**config.mk**
```make
export PLATFORM = sky130hd
export DESIGN_NAME = ucsbece154b_icache
export DESIGN_NICKNAME = d
export VERILOG_FILES = /design/src/rtl/ucsbece154b_icache.sv
export SDC_FILE = /design/constraint.sdc
export NUM_CORES = 2
export LEC_CHECK = 0
export BUFFER_PORTS_ARGS = -buffer_cell sky130_fd_sc_hd__buf_2
export CELL_PAD_IN_SITES_DETAIL_PLACEMENT = 2
export CELL_PAD_IN_SITES_GLOBAL_PLACEMENT = 2
export CORE_ASPECT_RATIO = 0.75
export CORE_MARGIN = 2
export CORE_UTILIZATION = 27
export CTS_BUF_LIST = sky130_fd_sc_hd__clkbuf_8
export CTS_CLUSTER_SIZE = 16
export DETAILED_ROUTE_END_ITERATION = 6
export GPL_ROUTABILITY_DRIVEN = 0
export PLACE_DENSITY_LB_ADDON = 0.1
export SYNTH_ARGS = -nofsm -noshare
export SYNTH_HDL_FRONTEND = slang
export SYNTH_MEMORY_MAX_BITS = 65536
export SYNTH_SLANG_ARGS = --single-unit
export TNS_END_PERCENT = 1
```
**constraint.sdc**
```tcl
create_clock -name clk -period 13.85 [get_ports clk]
set_input_delay 2.77 -clock clk [delete_from_list [all_inputs] [get_ports clk]]
set_output_delay 2.77 -clock clk [all_outputs]
set_load 0.02 [all_outputs]
```
**src/rtl/ucsbece154b_icache.sv**
```systemverilog
// ucsbece154b_icache: set-associative read-only instruction cache with
// zero-latency hits and a burst refill from main memory on a miss.
// Optional build macro: ICACHE_EARLY_RESTART_EN (release fetch on the
// requested word as it arrives, instead of in DONE).
`timescale 1ns/1ps

module ucsbece154b_icache #(
    parameter int unsigned NUM_SETS    = 8,
    parameter int unsigned NUM_WAYS    = 4,
    parameter int unsigned BLOCK_WORDS = 4
) (
    input  logic        clk,
    input  logic        reset,
    input  logic        ReadEnable_i,
    input  logic [31:0] ReadAddress_i,
    output logic [31:0] Instruction_o,
    output logic        Ready_o,
    output logic        MemReadRequest_o,
    output logic [31:0] MemReadAddress_o,
    input  logic [31:0] MemDataIn_i,
    input  logic        MemDataReady_i
);

    localparam int unsigned OFF_W = $clog2(BLOCK_WORDS);
    localparam int unsigned IDX_W = $clog2(NUM_SETS);
    localparam int unsigned TAG_W = 32 - OFF_W - IDX_W - 2;
    localparam int unsigned WAY_W = (NUM_WAYS > 1) ? $clog2(NUM_WAYS) : 1;
    localparam int unsigned CNT_W = OFF_W + 1;

    localparam logic [1:0] S_IDLE = 2'd0;
    localparam logic [1:0] S_REQ  = 2'd1;
    localparam logic [1:0] S_FILL = 2'd2;
    localparam logic [1:0] S_DONE = 2'd3;

    // Lookup address fields; the byte offset is not used by a word cache.
    logic [OFF_W-1:0] req_off;
    logic [IDX_W-1:0] req_idx;
    logic [TAG_W-1:0] req_tag;
    logic             unused_byte_off;

    assign req_off         = ReadAddress_i[2 +: OFF_W];
    assign req_idx         = ReadAddress_i[2 + OFF_W +: IDX_W];
    assign req_tag         = ReadAddress_i[31 -: TAG_W];
    assign unused_byte_off = ^ReadAddress_i[1:0];

    // Storage arrays and per-set replacement state.
    logic [31:0]         data_q  [NUM_SETS][NUM_WAYS][BLOCK_WORDS];
    logic [TAG_W-1:0]    tag_q   [NUM_SETS][NUM_WAYS];
    logic [NUM_WAYS-1:0] valid_q [NUM_SETS];
    logic [WAY_W-1:0]    rr_q    [NUM_SETS];

    // Miss-handling registers.
    logic [1:0]       state_q, state_d;
    logic [TAG_W-1:0] miss_tag_q, miss_tag_d;
    logic [IDX_W-1:0] miss_idx_q, miss_idx_d;
    logic [OFF_W-1:0] miss_off_q, miss_off_d;
    logic [CNT_W-1:0] cnt_q, cnt_d;
`ifndef ICACHE_EARLY_RESTART_EN
    logic [31:0]      word_q, word_d;
`endif

    logic             hit_c;
    logic [WAY_W-1:0] hit_way_c;
    logic [31:0]      hit_word_c;
    logic [WAY_W-1:0] victim_c;
    logic [WAY_W-1:0] rr_next_c;

    logic             ready_c;
    logic [31:0]      instr_c;
    logic             mem_req_c;
    logic [31:0]      mem_addr_c;
    logic             fill_we_c;
    logic             fill_done_c;

    // Tag compare across all ways of the addressed set.
    always_comb begin
        hit_c     = 1'b0;
        hit_way_c = '0;
        for (int w = 0; w < int'(NUM_WAYS); w++) begin
            if (valid_q[req_idx][w] && (tag_q[req_idx][w] == req_tag)) begin
                hit_c     = 1'b1;
                hit_way_c = WAY_W'(w);
            end
        end
    end

    assign hit_word_c = data_q[req_idx][hit_way_c][req_off];

    // Victim: lowest invalid way, otherwise the set's round-robin pointer.
    always_comb begin
        victim_c = rr_q[miss_idx_q];
        for (int w = int'(NUM_WAYS) - 1; w >= 0; w--) begin
            if (!valid_q[miss_idx_q][w]) begin
                victim_c = WAY_W'(w);
            end
        end
        rr_next_c = (rr_q[miss_idx_q] == WAY_W'(NUM_WAYS - 1)) ? '0
                  : rr_q[miss_idx_q] + WAY_W'(1);
    end

    // Next-state and output logic for the miss FSM.
    always_comb begin
        state_d     = state_q;
        miss_tag_d  = miss_tag_q;
        miss_idx_d  = miss_idx_q;
        miss_off_d  = miss_off_q;
        cnt_d       = cnt_q;
`ifndef ICACHE_EARLY_RESTART_EN
        word_d      = word_q;
`endif
        ready_c     = 1'b0;
        instr_c     = '0;
        mem_req_c   = 1'b0;
        mem_addr_c  = '0;
        fill_we_c   = 1'b0;
        fill_done_c = 1'b0;

        case (state_q)
            S_IDLE: begin
                ready_c = 1'b1;
                if (ReadEnable_i) begin
                    if (hit_c) begin
                        instr_c = hit_word_c;
                    end else begin
                        ready_c    = 1'b0;
                        miss_tag_d = req_tag;
                        miss_idx_d = req_idx;
                        miss_off_d = req_off;
                        cnt_d      = '0;
                        state_d    = S_REQ;
                    end
                end
            end
            S_REQ: begin
                mem_req_c  = 1'b1;
                mem_addr_c = {miss_tag_q, miss_idx_q, {(OFF_W + 2){1'b0}}};
                state_d    = S_FILL;
            end
            S_FILL: begin
                if (MemDataReady_i) begin
                    fill_we_c = 1'b1;
                    cnt_d     = cnt_q + CNT_W'(1);
                    if (cnt_q == {1'b0, miss_off_q}) begin
`ifdef ICACHE_EARLY_RESTART_EN
                        ready_c = 1'b1;
                        instr_c = MemDataIn_i;
`else
                        word_d  = MemDataIn_i;
`endif
                    end
                    if (cnt_q == CNT_W'(BLOCK_WORDS - 1)) begin
                        fill_done_c = 1'b1;
                        state_d     = S_DONE;
                    end
                end
            end
            default: begin
`ifndef ICACHE_EARLY_RESTART_EN
                ready_c = 1'b1;
                instr_c = word_q;
`endif
                state_d = S_IDLE;
            end
        endcase
    end

    // Outputs are forced to their idle values while reset is held.
    assign Ready_o          = ready_c & ~reset;
    assign Instruction_o    = reset ? 32'h0 : instr_c;
    assign MemReadRequest_o = mem_req_c & ~reset;
    assign MemReadAddress_o = reset ? 32'h0 : mem_addr_c;

    // Control state, valid bits and replacement pointers.
    always_ff @(posedge clk or posedge reset) begin
        if (reset) begin
            state_q    <= S_IDLE;
            miss_tag_q <= '0;
            miss_idx_q <= '0;
            miss_off_q <= '0;
            cnt_q      <= '0;
`ifndef ICACHE_EARLY_RESTART_EN
            word_q     <= '0;
`endif
            for (int s = 0; s < int'(NUM_SETS); s++) begin
                valid_q[s] <= '0;
                rr_q[s]    <= '0;
            end
        end else begin
            state_q    <= state_d;
            miss_tag_q <= miss_tag_d;
            miss_idx_q <= miss_idx_d;
            miss_off_q <= miss_off_d;
            cnt_q      <= cnt_d;
`ifndef ICACHE_EARLY_RESTART_EN
            word_q     <= word_d;
`endif
            if (fill_done_c) begin
                valid_q[miss_idx_q][victim_c] <= 1'b1;
                rr_q[miss_idx_q]              <= rr_next_c;
            end
        end
    end

    // Data and tag arrays; contents only matter once the valid bit is set.
    always_ff @(posedge clk) begin
        if (fill_we_c) begin
            data_q[miss_idx_q][victim_c][cnt_q[OFF_W-1:0]] <= MemDataIn_i;
        end
        if (fill_done_c) begin
            tag_q[miss_idx_q][victim_c] <= miss_tag_q;
        end
    end

endmodule

```
==> summary.txt <==
status - finished, final reports clean
Synth Area per Inst - 21.8 um^2
number of global-route vias before repair - 105000
placed cell areas - 0.210 mm^2
Pwr Density - 146 mW/mm^2
hpwl dp - 426 mm
post-CTS setup buffers - 0
Lkg Pwr - 71.0 nW
setup TNS - 0 ns
post-synthesis cell count - 8940
CTS root buffer - clkbuf_8
vias - 99800
nets@finish - 9934
ANT nets after route - 0
CTS Buf Count - 867
Cell Chain, Critical Path - buf_12 -> nor2b_1 -> a22oi_1 -> a21o_1 -> a221oi_1 -> nand4_1 -> nor4_4 -> buf_12 -> buf_12 -> mux4_2 -> nor3_1 -> a2111oi_2 -> nand4_1 -> o21ai_1 -> buf_2
I/O Buffers - 127
period utilization - 89.7%
YS warnings - 0
Netlist Area Pre-Place - 0.194 mm^2
Critical Path Fanout Max - 72
dominant synthesized flop cell - edfxtp_1
# IOs - 134
synth top area cells - edfxtp_1 (76%), mux4_2 (15%), dfrtp_1 (1.5%)
H-tree depth - 6
Area Growth Syn to Fin - 15.9%
fin crit period - 12.42 ns
core box area - 0.717 mm^2
CTS tree - yes
die height - 739 um
drt pass-1 iters - 5
Seq cells post-synth - 5011
clock latency on the worst-skew pair - 1.28 ns
FP Rows - 269
Via-to-Cell Ratio - 4.96
Crit path largest cell delay - 1.00 ns
Post-synth EDFFs - 4896
grt ovf - 0
Synth top area share - 75.6%
relative slew slack - 5.96%
full die area - 0.727 mm^2
initial core utilization - 27.1%
clock tree sinks - 5011
Critical Path AT - 9.65 ns
initial antenna violation count - 147
clock buffer depth - 5
kind of critical path - input pin to primary output
Post-synth ARST share - 2.29%
WL final - 716 mm
Cell variety after synth - 81
wire per inst - 35.6 um
clk slew on worst S/H paths - 0.06 ns
Remaining DRCs - 0
Iteration-0 DRC Markers - 11500
area leader, netlist - edfxtp_1
Worst EP required - 11.08 ns
Design Area, Final - 0.225 mm^2
register area share after synthesis - 77.1%
final hold viol count - 0
Max Clock Skew - 0.137 ns
layout cells sized above 1 - 30.5%
total power draw - 33.0 mW
worst setup margin - 1.43 ns
global-route wire length before repair - 957 mm
largest net degree at the start of global routing - 103
most frequent CP cell - buf_12
max-cap violations - 0
hold buffer count at cts - 0
critical path startpoint category - input pin
Worst Hold Class - register to register
Slowest-stage cell, CP - nor2b_1
CP top delay family - simple AND/OR/NAND/NOR gates
Placement Setup Slack - 1.25 ns
final slew viol count - 0
Setup violations, final - 0
die width - 984 um
unrepaired setup endpoints after global routing - false
Max VDD drop - 0.0000962 V
post-CTS sizing - 0
total track usage - 19.4%
Max Clock Freq - 0.0805 GHz
WP buf/inv - 4
Setup crit end kind - primary output
Worst Tran Pin Value - 1.41 ns
[metal layers]
metal	share of wire [%]	global-route usage [%]	up-vias
met5	0.0073	0	-
met4	2.2	4.56	8
met3	5.8	3.45	878
met2	44	28.7	3134
met1	48	29.6	56300
li1	-	-	39400
[report_power, final]
part,total [mW],switching (mW),leakage (nW),internal [mW]
registers,17.5,0.210,45.5,17.3
clock network,12.4,6.29,8.93,6.16
logic,3.10,2.30,16.6,0.795
[worst min-delay path: cells and delay by family, from the launching register on]
kind               cells  cell delay, ns
AOI/OAI and AO/OA      1            0.05
and+or+nand+nor        1            0.05
DFF                    1            0.35
[cell usage in the layout, fill, tap and decap left out, types with 69 or more instances in the layout]
cell type,Yosys,final
mux2_2,89,89
dfrtp_1,115,115
buf_2,186,92
clkinv_2,0,69
mux2i_1,275,271
nand2_1,524,521
inv_1,17,329
mux4_2,1275,1275
nor2_4,0,161
clkbuf_8,0,876
buf_4,29,426
xnor2_1,75,75
edfxtp_1,4896,4896
a21oi_1,101,99
clkinv_1,0,241
diode_2,0,92
[synthesized netlist by cell type (all sizes together) (66+ instances only)]
cell type  number
mux2i         275
clkbuf        235
nand3          68
xnor2          75
mux4         1275
nor2          231
nor3           66
mux2           89
dfrtp         115
nand2         524
edfxtp       4896
a21oi         101
buf           294
[sequential cells by signal, summed over array words and instances, names as in the netlist]
register    flops
data_q       4096
tag_q         800
valid_q        32
word_q         32
miss_tag_q     25
rr_q           16
cnt_q           3
miss_idx_q      3
miss_off_q      2
state_q         2
[worst paths after layout]
| check | startpoint | end | slack [ns] | cells after the start |
|---|---|---|---|---|
| min | rr_q[0]$_DFFE_PP0P_ | rr_q[0]$_DFFE_PP0P_ | 0.49 | 2 |
| max reg2reg | miss_idx_q[1]$_DFFE_PP0P_ | data_q[6][134]$_DFFE_PP_ | 7.11 | 11 |
| min reg2reg | rr_q[0]$_DFFE_PP0P_ | rr_q[0]$_DFFE_PP0P_ | 0.49 | 2 |
| max in group asynchronous | reset | miss_tag_q[10]$_DFFE_PP0P_ | 10.39 | 3 |
| min in group asynchronous | reset | state_q[1]$_DFFE_PP0P_ | 1.89 | 2 |
| max | ReadAddress_i[5] | Instruction_o[18] | 1.43 | 15 |
[cell families after synthesis]
group / share of synthesized area, %
multiplexers: 16.7
AO/OA/AOI/OAI: 1.55
AND/OR/NAND/NOR: 2.89
buffers and inverters: 1.31
XOR/XNOR: 0.401
other: 0.00193
flip-flops: 77.1
adder cells (fa/ha/maj): 0.0643
[cell type report]
class                      instances  area (um^2)
clock buffer                     876        12100
sequential                      5011       150000
fill                           70700       491000
clock inverter                   666         3170
multi-input combinational       3385        43500
tap                             9485        11900
timing repair buffer             573         4520
inverter                          18         80.1
antenna                           92          230
[stage by stage]
step / util [%] / hold slack [ns] / instances
3_3_place_gp: 29.3 / 0.459 / 18500
5_1_grt: 31.4 / 0.516 / 20100
4_1_cts: 31.4 / 0.493 / 20000
2_1_floorplan: - / 0.449 / 8943
6_report: 31.4 / 0.492 / 20100
3_5_place_dp: 29.3 / 0.479 / 18500
Note: power is estimated with default switching activity, not from simulation.
